File: src/rtl/axi4_lite_pkg.sv
// Shared AXI4-Lite response codes, FSM encodings and master ids for the read/write arbiter.
package axi4_lite_pkg;

  localparam logic [1:0] RESP_OKAY   = 2'b00;
  localparam logic [1:0] RESP_SLVERR = 2'b10;
  localparam logic [1:0] RESP_DECERR = 2'b11;

  typedef enum logic [1:0] {
    RD_IDLE = 2'd0,
    RD_ADDR = 2'd1,
    RD_DATA = 2'd2
  } rd_state_t;

  typedef enum logic [1:0] {
    WR_IDLE = 2'd0,
    WR_AW   = 2'd1,
    WR_B    = 2'd2
  } wr_state_t;

  typedef enum logic {
    MST_IF  = 1'b0,
    MST_LSU = 1'b1
  } mst_id_t;

  // On a tie the master that did not win last time goes next, unless LSU is pinned on top.
  function automatic mst_id_t pick_grant(input logic req_if, input logic req_lsu,
                                         input mst_id_t last_grant, input logic fixed_prio);
    mst_id_t pick;
    pick = MST_IF;
    if (req_if && req_lsu) begin
      if (fixed_prio) pick = MST_LSU;
      else            pick = (last_grant == MST_LSU) ? MST_IF : MST_LSU;
    end else if (req_lsu) begin
      pick = MST_LSU;
    end
    return pick;
  endfunction

endpackage

File: src/rtl/axi_rr_arb2.sv
// Two-way read arbiter: registers the grant when loaded and remembers the last completed owner.
module axi_rr_arb2
  import axi4_lite_pkg::*;
#(
  parameter int FIXED_PRIO = 0
) (
  input  logic    clk,
  input  logic    rst_n,
  input  logic    req_if,
  input  logic    req_lsu,
  input  logic    load,
  input  logic    release_grant,
  output mst_id_t grant
);

  mst_id_t last_grant;
  mst_id_t next_grant;

  assign next_grant = pick_grant(req_if, req_lsu, last_grant, FIXED_PRIO != 0);

  always_ff @(posedge clk or negedge rst_n) begin
    if (!rst_n)    grant <= MST_IF;
    else if (load) grant <= next_grant;
  end

  // Reset to LSU so the fetch port wins the first tie.
  always_ff @(posedge clk or negedge rst_n) begin
    if (!rst_n)             last_grant <= MST_LSU;
    else if (release_grant) last_grant <= grant;
  end

endmodule

File: src/rtl/axi4_lite_rd_arbiter.sv
// Shares one AXI4-Lite master port between the fetch (read-only) and LSU (read/write) ports.
// Define AXI_ARB_PERF_CNT_EN to add per-master completed-transaction counters.
module axi4_lite_rd_arbiter
  import axi4_lite_pkg::*;
#(
  parameter int ADDR_WIDTH = 32,
  parameter int DATA_WIDTH = 32,
  parameter int FIXED_PRIO = 0
`ifdef AXI_ARB_PERF_CNT_EN
  ,
  parameter int CNT_WIDTH  = 32
`endif
) (
  input  logic                    clk,
  input  logic                    rst_n,

  input  logic [ADDR_WIDTH-1:0]   M0_AXI_ARADDR,
  input  logic [2:0]              M0_AXI_ARPROT,
  input  logic                    M0_AXI_ARVALID,
  output logic                    M0_AXI_ARREADY,
  output logic [DATA_WIDTH-1:0]   M0_AXI_RDATA,
  output logic [1:0]              M0_AXI_RRESP,
  output logic                    M0_AXI_RVALID,
  input  logic                    M0_AXI_RREADY,

  input  logic [ADDR_WIDTH-1:0]   M1_AXI_ARADDR,
  input  logic [2:0]              M1_AXI_ARPROT,
  input  logic                    M1_AXI_ARVALID,
  output logic                    M1_AXI_ARREADY,
  output logic [DATA_WIDTH-1:0]   M1_AXI_RDATA,
  output logic [1:0]              M1_AXI_RRESP,
  output logic                    M1_AXI_RVALID,
  input  logic                    M1_AXI_RREADY,
  input  logic [ADDR_WIDTH-1:0]   M1_AXI_AWADDR,
  input  logic [2:0]              M1_AXI_AWPROT,
  input  logic                    M1_AXI_AWVALID,
  output logic                    M1_AXI_AWREADY,
  input  logic [DATA_WIDTH-1:0]   M1_AXI_WDATA,
  input  logic [DATA_WIDTH/8-1:0] M1_AXI_WSTRB,
  input  logic                    M1_AXI_WVALID,
  output logic                    M1_AXI_WREADY,
  output logic [1:0]              M1_AXI_BRESP,
  output logic                    M1_AXI_BVALID,
  input  logic                    M1_AXI_BREADY,

  output logic [ADDR_WIDTH-1:0]   S_AXI_ARADDR,
  output logic [2:0]              S_AXI_ARPROT,
  output logic                    S_AXI_ARVALID,
  input  logic                    S_AXI_ARREADY,
  input  logic [DATA_WIDTH-1:0]   S_AXI_RDATA,
  input  logic [1:0]              S_AXI_RRESP,
  input  logic                    S_AXI_RVALID,
  output logic                    S_AXI_RREADY,
  output logic [ADDR_WIDTH-1:0]   S_AXI_AWADDR,
  output logic [2:0]              S_AXI_AWPROT,
  output logic                    S_AXI_AWVALID,
  input  logic                    S_AXI_AWREADY,
  output logic [DATA_WIDTH-1:0]   S_AXI_WDATA,
  output logic [DATA_WIDTH/8-1:0] S_AXI_WSTRB,
  output logic                    S_AXI_WVALID,
  input  logic                    S_AXI_WREADY,
  input  logic [1:0]              S_AXI_BRESP,
  input  logic                    S_AXI_BVALID,
  output logic                    S_AXI_BREADY
`ifdef AXI_ARB_PERF_CNT_EN
  ,
  input  logic                    cnt_clr,
  output logic [CNT_WIDTH-1:0]    m0_rd_cnt,
  output logic [CNT_WIDTH-1:0]    m1_rd_cnt,
  output logic [CNT_WIDTH-1:0]    m1_wr_cnt
`endif
);

  rd_state_t rd_state, rd_next;
  wr_state_t wr_state, wr_next;
  mst_id_t   rd_grant;
  logic      ar_hs, r_hs, aw_hs, w_hs, b_hs;
  logic      aw_done, w_done;

  assign ar_hs = S_AXI_ARVALID && S_AXI_ARREADY;
  assign r_hs  = S_AXI_RVALID  && S_AXI_RREADY;
  assign aw_hs = S_AXI_AWVALID && S_AXI_AWREADY;
  assign w_hs  = S_AXI_WVALID  && S_AXI_WREADY;
  assign b_hs  = S_AXI_BVALID  && S_AXI_BREADY;

  axi_rr_arb2 #(
    .FIXED_PRIO(FIXED_PRIO)
  ) u_rd_arb (
    .clk          (clk),
    .rst_n        (rst_n),
    .req_if       (M0_AXI_ARVALID),
    .req_lsu      (M1_AXI_ARVALID),
    .load         ((rd_state == RD_IDLE) && (M0_AXI_ARVALID || M1_AXI_ARVALID)),
    .release_grant((rd_state == RD_DATA) && r_hs),
    .grant        (rd_grant)
  );

  always_ff @(posedge clk or negedge rst_n) begin
    if (!rst_n) rd_state <= RD_IDLE;
    else        rd_state <= rd_next;
  end

  always_comb begin
    rd_next = rd_state;
    unique case (rd_state)
      RD_IDLE: if (M0_AXI_ARVALID || M1_AXI_ARVALID) rd_next = RD_ADDR;
      RD_ADDR: if (ar_hs) rd_next = RD_DATA;
      RD_DATA: if (r_hs)  rd_next = RD_IDLE;
      default: rd_next = RD_IDLE;
    endcase
  end

  // Only the granted master sees the slave; the other side is held at zero.
  always_comb begin
    S_AXI_ARADDR   = '0;
    S_AXI_ARPROT   = '0;
    S_AXI_ARVALID  = 1'b0;
    S_AXI_RREADY   = 1'b0;
    M0_AXI_ARREADY = 1'b0;
    M1_AXI_ARREADY = 1'b0;
    M0_AXI_RDATA   = '0;
    M0_AXI_RRESP   = RESP_OKAY;
    M0_AXI_RVALID  = 1'b0;
    M1_AXI_RDATA   = '0;
    M1_AXI_RRESP   = RESP_OKAY;
    M1_AXI_RVALID  = 1'b0;
    unique case (rd_state)
      RD_ADDR: begin
        if (rd_grant == MST_LSU) begin
          S_AXI_ARADDR   = M1_AXI_ARADDR;
          S_AXI_ARPROT   = M1_AXI_ARPROT;
          S_AXI_ARVALID  = M1_AXI_ARVALID;
          M1_AXI_ARREADY = S_AXI_ARREADY;
        end else begin
          S_AXI_ARADDR   = M0_AXI_ARADDR;
          S_AXI_ARPROT   = M0_AXI_ARPROT;
          S_AXI_ARVALID  = M0_AXI_ARVALID;
          M0_AXI_ARREADY = S_AXI_ARREADY;
        end
      end
      RD_DATA: begin
        if (rd_grant == MST_LSU) begin
          M1_AXI_RDATA  = S_AXI_RDATA;
          M1_AXI_RRESP  = S_AXI_RRESP;
          M1_AXI_RVALID = S_AXI_RVALID;
          S_AXI_RREADY  = M1_AXI_RREADY;
        end else begin
          M0_AXI_RDATA  = S_AXI_RDATA;
          M0_AXI_RRESP  = S_AXI_RRESP;
          M0_AXI_RVALID = S_AXI_RVALID;
          S_AXI_RREADY  = M0_AXI_RREADY;
        end
      end
      default: ;
    endcase
  end

  always_ff @(posedge clk or negedge rst_n) begin
    if (!rst_n) wr_state <= WR_IDLE;
    else        wr_state <= wr_next;
  end

  always_comb begin
    wr_next = wr_state;
    unique case (wr_state)
      WR_IDLE: if (M1_AXI_AWVALID) wr_next = WR_AW;
      WR_AW:   if ((aw_done || aw_hs) && (w_done || w_hs)) wr_next = WR_B;
      WR_B:    if (b_hs) wr_next = WR_IDLE;
      default: wr_next = WR_IDLE;
    endcase
  end

  // AW and W finish independently; remember each so neither channel is reissued.
  always_ff @(posedge clk or negedge rst_n) begin
    if (!rst_n) begin
      aw_done <= 1'b0;
      w_done  <= 1'b0;
    end else if ((wr_state == WR_B) && b_hs) begin
      aw_done <= 1'b0;
      w_done  <= 1'b0;
    end else begin
      if (aw_hs) aw_done <= 1'b1;
      if (w_hs)  w_done  <= 1'b1;
    end
  end

  always_comb begin
    S_AXI_AWADDR   = '0;
    S_AXI_AWPROT   = '0;
    S_AXI_AWVALID  = 1'b0;
    S_AXI_WDATA    = '0;
    S_AXI_WSTRB    = '0;
    S_AXI_WVALID   = 1'b0;
    S_AXI_BREADY   = 1'b0;
    M1_AXI_AWREADY = 1'b0;
    M1_AXI_WREADY  = 1'b0;
    M1_AXI_BRESP   = RESP_OKAY;
    M1_AXI_BVALID  = 1'b0;
    unique case (wr_state)
      WR_AW: begin
        S_AXI_AWADDR   = M1_AXI_AWADDR;
        S_AXI_AWPROT   = M1_AXI_AWPROT;
        S_AXI_AWVALID  = M1_AXI_AWVALID && !aw_done;
        M1_AXI_AWREADY = S_AXI_AWREADY && !aw_done;
        S_AXI_WDATA    = M1_AXI_WDATA;
        S_AXI_WSTRB    = M1_AXI_WSTRB;
        S_AXI_WVALID   = M1_AXI_WVALID && !w_done;
        M1_AXI_WREADY  = S_AXI_WREADY && !w_done;
      end
      WR_B: begin
        M1_AXI_BRESP  = S_AXI_BRESP;
        M1_AXI_BVALID = S_AXI_BVALID;
        S_AXI_BREADY  = M1_AXI_BREADY;
      end
      default: ;
    endcase
  end

`ifdef AXI_ARB_PERF_CNT_EN
  // Clear beats increment so software can zero the counters mid-traffic.
  always_ff @(posedge clk or negedge rst_n) begin
    if (!rst_n) begin
      m0_rd_cnt <= '0;
      m1_rd_cnt <= '0;
      m1_wr_cnt <= '0;
    end else if (cnt_clr) begin
      m0_rd_cnt <= '0;
      m1_rd_cnt <= '0;
      m1_wr_cnt <= '0;
    end else begin
      if (M0_AXI_RVALID && M0_AXI_RREADY) m0_rd_cnt <= m0_rd_cnt + CNT_WIDTH'(1);
      if (M1_AXI_RVALID && M1_AXI_RREADY) m1_rd_cnt <= m1_rd_cnt + CNT_WIDTH'(1);
      if (M1_AXI_BVALID && M1_AXI_BREADY) m1_wr_cnt <= m1_wr_cnt + CNT_WIDTH'(1);
    end
  end
`endif

endmodule

File: config.mk
export PLATFORM = sky130hd
export DESIGN_NAME = axi4_lite_rd_arbiter
export DESIGN_NICKNAME = d
export VERILOG_FILES = /design/src/rtl/axi4_lite_pkg.sv /design/src/rtl/axi_rr_arb2.sv /design/src/rtl/axi4_lite_rd_arbiter.sv
export SDC_FILE = /design/constraint.sdc
export NUM_CORES = 1
export LEC_CHECK = 0
export CAP_MARGIN = 20
export CORE_AREA = 2 2 149 151
export DETAILED_ROUTE_END_ITERATION = 16
export DIE_AREA = 0 0 151 153
export DONT_BUFFER_PORTS = 1
export GPL_ROUTABILITY_DRIVEN = 1
export SYNTH_ARGS = -nofsm -noshare
export SYNTH_HDL_FRONTEND = slang
export SYNTH_SLANG_ARGS = --single-unit
File: constraint.sdc
create_clock -name clk -period 1.5 [get_ports clk]
set_input_delay 0.375 -clock clk [delete_from_list [all_inputs] [get_ports clk]]
set_output_delay 0.375 -clock clk [all_outputs]
set_load 0.1 [all_outputs]
==> key figures, run 1 <==
Place
  • Final Wtd Congestion: 0.758
  • Cells after DPL: 723
  • I/O Buffers: 0
  • Final HPWL DP: 12.1 mm

Global route
  • M2 GR Usage: 22.8%
  • Total Routing Usage GR: 10.6%
  • Overflow after GRT: 0
  • Gr busiest metal: met2
  • Initial antenna violation count: 0
  • GRT met1 Usage: 10.0%
  • Largest net degree at the start of global routing: 74
  • First-pass GRT wire length: 18.5 mm
  • Vias in the first global route: 2962
  • Met3 Track Usage GR: 3.16%

Status
  • Failing checks: negative setup slack
  • Status: complete, but fails checks

Synthesis
  • Synth Area per Inst: 7.11 sq um
  • Async SR Flop Fraction: 100%
  • Post-synth top flop: dfrtp_1
  • Post-Syn Nets: 484
  • Area contributors post-synth: and2_1 (34%), mux2i_1 (17%), and3_1 (11%), dfrtp_1 (8.4%), nor2_1 (7.2%)
  • Cells after synthesis: 293
  • Count of warnings emitted by yosys: 0
  • Yosys cell types: 30
  • Number of synthesized register bits: 8
  • Mapped Area: 2080 sq um
  • Synth area leader: and2_1
  • Share of the synthesized area in the top cell type: 33.6%
  • Post-synth EDFFs: 0
  • Sequential element share of the synthesized area: 9.67%

Clock tree
  • CTS root buffer: clkbuf_16
  • CTS tree: done
  • Worst skew pair latency: 0.23 ns
  • H-Tree Level Count: 1
  • Worst-path clk slew: 0.04 ns
  • Clock Sinks: 8
  • Clk buf depth: 2
  • Num CTS Buffers: 3

Worst setup path
  • Slowest-stage cell, CP: dfrtp_4
  • Worst Path Buf+Inv: 2
  • Critical Path End Type: output pin
  • Crit path DAT: 1.58 ns
  • Worst path cell trace: buf_16 > mux2i_2 > nor2_4 > buf_12
  • CP Launch Type: flop
  • Crit path max fanout: 34
  • Data required time at the worst endpoint: 1.12 ns
  • Family with the most delay on the worst path: flip-flops
  • Crit path kind: reg2out
  • Worst stage delay on the critical path: 0.45 ns

Floorplan
  • I/O pin cnt: 379
  • Die Footprint: 23100 sq um
  • Core area: 21500 sq um
  • Die span in y: 153 um
  • Die X: 151 um
  • Rows: 54
  • Initial Util: 9.70%

Timing
  • Rel. slew slack: 70.7%
  • RSZ-0062 raised after global routing: yes
  • Final worst path period share: 131%
  • Final Max Slew Viols: 0
  • Final setup vio count: 193
  • Final Hold Viols: 0
  • Clock Skew: 0.000355 ns
  • Worst slew pin tran: 0.438 ns
  • Minimum clock period: 1.96 ns
  • FMAX: 511 MHz
  • Worst setup margin: -0.458 ns

Final layout
  • Finished Layout Cells: 765
  • Area of the multi-input gates: 2590 sq um
  • FILL cells: 2093
  • FF+latch area: 206 sq um
  • Layout area overhead: 250%
  • # diodes: 0
  • Share of post-route cells with drive strength above 1: 90.3%
  • Final net count: 677

Min path
  • HP Class: in2reg

Drt
  • Vias per cell: 3.90
  • DRT Pass-1 Iters: 4
  • DRC: 0
  • Routed via count: 2980
  • Drt first-iter violations: 65
  • Final wirelength: 16.0 mm
  • Antenna-violating nets left: 0
  • Wirelength per Cell: 21.0 um

Run
  • Number of max-cap violations: 0
-- stage by stage --
step | util [%] | instance area [sq um] | hold slack (ns) | setup WS [ns] | setup TNS (ns)
after floorplan | - | 2900 | 0.0794 | -0.435 | -24.26
after global placement | 29.7 | 6370 | 0.0797 | -0.302 | -18.50
after detailed placement | 29.7 | 6370 | 0.0796 | -0.277 | -21.49
after CTS | 30.5 | 6550 | 0.224 | -0.450 | -68.52
after global routing | 34.0 | 7300 | 0.233 | -0.509 | -82.00
final | 34.0 | 7300 | 0.224 | -0.458 | -73.22
-- worst reg2reg max path, cell delays in order (launching register included) --
cell and delay [ns]:
dfrtp_2 0.43, nor2b_4 0.16, buf_12 0.14, buf_12 0.13, buf_8 0.10, buf_6 0.09, buf_6 0.09, a31oi_4 0.10
o31a_1 0.31
-- kinds of logic (layout without fill, tap and decap cells) --
| family | after synthesis | count (layout) | share of synthesized area, % |
|---|---|---|---|
| AND/OR/NAND/NOR | 206 | 206 | 57.7 |
| flip-flops | 8 | 8 | 9.67 |
| buffers and inverters | 29 | 221 | 9.55 |
| multiplexers | 36 | 36 | 17.5 |
| AO/OA/AOI/OAI | 14 | 14 | 5.53 |
-- area by class of cell --
cell class	count	share of cell area, %
clock buffer	4	1.08
tap	280	4.80
timing repair buffer	216	55.8
inverter	1	0.0514
multi-input combinational	256	35.4
sequential	8	2.83
-- registers in the layout (all words and copies together) (netlist names) --
name,cells
u_rd_arb.last_grant,1
wr_state,2
u_rd_arb.grant,1
w_done,1
aw_done,1
rd_state,2
-- cells in the final DEF (no fill, tap or decap), types with 3 or more instances in the layout --
master	instances
nor3b_4	4
and2_4	105
nand2_1	4
nor2_1	4
mux2i_1	19
buf_4	12
mux2i_2	12
buf_6	15
nor2b_4	4
buf_8	6
nor2_4	36
and3_4	36
dfrtp_1	5
buf_12	169
mux2i_4	4
a21oi_1	3
clkbuf_16	15
and2_2	7
-- per-layer routing --
layer  routed length (um)  part of all wire (%)
met5                    0                     0
met4                    0                     0
met2                 9690                    60
met3                 1430                   8.9
met1                 4930                    31
-- path summary, 6_finish.rpt --
| check | startpoint | endpoint | slack [ns] | depth (start not counted) |
|---|---|---|---|---|
| setup / recovery | u_rd_arb.grant | S_AXI_ARADDR[19] | -0.46 | 4 |
| hold / removal | S_AXI_RVALID | u_rd_arb.last_grant | 0.22 | 1 |
| setup reg to reg | wr_state[1] | wr_state[0] | -0.17 | 8 |
| hold reg to reg | u_rd_arb.last_grant | u_rd_arb.last_grant | 0.56 | 2 |
| max in group asynchronous | rst_n | u_rd_arb.grant | 0.64 | 1 |
| min in group asynchronous | rst_n | aw_done | 0.52 | 1 |
-- timing repair --
| item | CTS | global route |
|---|---|---|
| pin swaps | 36 | 64 |
| hold buffers | 1 | 0 |
| gates cloned | 0 | 22 |
| setup endpoints to repair | 189 | 192 |
| hold endpoints to repair | 8 | 0 |
| gates resized for setup | 19 | 90 |
| setup buffers | 1 | 17 |
-- cells in the mapped netlist, drive strengths merged, types with 2 or more instances --
library cell  number
and2             112
nor2              40
and3              36
mux2i             35
buf               15
clkbuf            13
dfrtp              7
nand2              5
nor2b              4
nor3b              4
a21oi              3
a31oi              3
a311oi             2
a32o               2
and2b              2
Power of run 1 is left out: the tool's default activity adds up to more than one toggle a clock period on the data nets, which glitch-free logic cannot reach.
==> run 2, diff against run 1 <==
Clock period 1.5 ns to 2.01 ns, I/O delays scaled along.
==> run 2 against run 1 <==
Largest cell class unchanged. Highest routed layer is now met4. The flow still finishes with violations (negative setup slack). Hold slack worse by 0.10 ns. Critical endpoint is now M0_AXI_RDATA[5]. Global-route usage grew 0.59 points. Non-clock buffer count up 10. Cell count grew 2.1%. Clock skew about the same. Die area stayed put. Routed wire length down 2.1%. Count of clock-buffer cells in the layout stayed put.
==> key figures, run 2 (synthesized netlist as in run 1, its figures left out) <==
Status
  • Status: complete, but fails checks
  • Failing checks: negative setup slack

Worst setup path
  • Crit path DAT: 1.54 ns (-0.04 ns)
  • CP dominant cell by count: buf_12
  • Crit path max fanout: 10 (-71%)
  • Data required time at the worst endpoint: 1.51 ns (+0.39 ns)
  • Worst path cell trace: nor2b_4 > buf_12 > and2b_4 > and2_4 > buf_12
  • Crit path kind: reg2out
  • Worst stage delay on the critical path: 0.43 ns (-0.02 ns)
  • Slowest-stage cell, CP: dfrtp_2
  • Critical Path End Type: output pin
  • CP Launch Type: flop

Global route
  • Gr busiest metal: met2
  • Initial antenna violation count: 0 (unchanged)
  • Met3 Track Usage GR: 3.43% (+0.27 points)
  • GRT met1 Usage: 10.3% (+0.26 points)
  • M2 GR Usage: 23.4% (+0.61 points)
  • First-pass GRT wire length: 19.2 mm (+4.3%)
  • Overflow after GRT: 0 (unchanged)
  • Largest net degree at the start of global routing: 74 (unchanged)
  • Vias in the first global route: 3057 (+3.2%)
  • Total Routing Usage GR: 11.2% (+0.59 points)

Floorplan
  • Die Footprint: 23100 sq um (unchanged)
  • Rows: 54 (unchanged)
  • I/O pin cnt: 379 (unchanged)
  • Initial Util: 9.70% (unchanged)
  • Die span in y: 153 um (unchanged)
  • Core area: 21500 sq um (unchanged)
  • Die X: 151 um (unchanged)

Timing
  • Worst setup margin: -0.0363 ns (+0.422 ns)
  • Worst slew pin tran: 0.399 ns (-0.0391 ns)
  • Final setup vio count: 21 (-89%)
  • FMAX: 489 MHz
  • Clock Skew: 0.000374 ns (+0.0000185 ns)
  • RSZ-0062 raised after global routing: yes
  • Rel. slew slack: 73.3% (+2.6 points)
  • Final worst path period share: 102%
  • Final Hold Viols: 0 (unchanged)
  • Final Max Slew Viols: 0 (unchanged)
  • Minimum clock period: 2.05 ns

Drt
  • Antenna-violating nets left: 0 (unchanged)
  • Vias per cell: 3.90 (about the same)
  • DRC: 0 (unchanged)
  • DRT Pass-1 Iters: 4 (unchanged)
  • Wirelength per Cell: 20.1 um (-4.1%)
  • Routed via count: 3042 (+2.1%)
  • Drt first-iter violations: 38 (-42%)
  • Final wirelength: 15.7 mm (-2.1%)

Place
  • Final HPWL DP: 12.2 mm (+0.55%)
  • Final Wtd Congestion: 0.797 (+5.1%)
  • Cells after DPL: 740 (+2.4%)
  • I/O Buffers: 0 (unchanged)
  • Area after DPL: 6390 sq um (+0.20%)

Clock tree
  • Num CTS Buffers: 3 (unchanged)
  • Worst skew pair latency: 0.23 ns (about the same)
  • H-Tree Level Count: 1 (unchanged)
  • Worst-path clk slew: 0.04 ns (about the same)
  • Clk buf depth: 2 (unchanged)
  • CTS root buffer: clkbuf_16
  • Clock Sinks: 8 (unchanged)
  • CTS tree: done

Run
  • Number of max-cap violations: 0 (unchanged)

Final layout
  • Most frequent cells in the layout: buf_12 (192), and2_2 (73), and2_4 (34)
  • Design Area, Final: 7380 sq um (+1.1%)
  • Commonest non-fill, non-tap cell in the layout: buf_12
  • Final net count: 693 (+2.4%)
  • Layout area overhead: 254%
  • Largest regs: rd_state x2, wr_state x2
  • # diodes: 0 (unchanged)
  • Finished Layout Cells: 781 (+2.1%)
  • Share of post-route cells with drive strength above 1: 90.2% (about the same)

Min path
  • HP Class: in2async
run 2: worst paths after layout:
kind / from / endpoint / slack (ns) / cells after the start
max in group asynchronous: rst_n / u_rd_arb.grant / 1.06 / 1
worst min-delay path: rst_n / u_rd_arb.last_grant / 0.12 / 0
worst min register to register: u_rd_arb.last_grant / u_rd_arb.last_grant / 0.53 / 2
worst max-delay path: rd_state[0] / M0_AXI_RDATA[5] / -0.04 / 5
worst max register to register: wr_state[0] / w_done / 0.61 / 5
min in group clk: M1_AXI_BREADY / aw_done / 0.35 / 1
run 2: cell type report:
| cell class | count | area (sq um) |
|---|---|---|
| Inverter | 1 | 3.75 |
| Fill cell | 2037 | 14100 |
| Multi-Input combinational cell | 262 | 2440 |
| Clock buffer | 4 | 78.8 |
| Timing Repair Buffer | 226 | 4300 |
| Sequential cell | 8 | 205 |
| Tap cell | 280 | 350 |
run 2: repair_timing:
action / in CTS / in global routing
resized for setup: 41 / 92
gates cloned: 5 / 12
hold buffers: 1 / 0
setup endpoints to repair: 72 / 175
setup buffers: 8 / 11
pin swaps: 4 / 17
endpoints found under the hold margin: 7 / 0
run 2: critical path, delay by kind of cell (launching register included):
| family | cells | cell delay [ns] |
|---|---|---|
| buffers and inverters | 2 | 0.31 |
| flip-flops | 1 | 0.43 |
| AND/OR/NAND/NOR | 3 | 0.57 |
run 2: metal layers:
layer / vias up / part of all wire, %
met1: 1415 / 31
met4: 0 / 1.3
met3: 6 / 10
met5: - / 0
met2: 231 / 58
li1: 1390 / -
run 2: per-stage QoR:
stage / setup slack (ns) / hold WS [ns] / util [%] / TNS [ns]
after CTS: -0.0302 / 0.115 / 31.0 / -0.351
after detailed placement: 0.0635 / 0.208 / 29.7 / 0
after global placement: 0.0862 / 0.208 / 29.7 / 0
final: -0.0363 / 0.119 / 34.3 / -0.438
after global routing: -0.0831 / 0.110 / 34.3 / -3.76
after floorplan: -0.213 / 0.207 / - / -6.98
Power of run 2 is left out for the same reason.
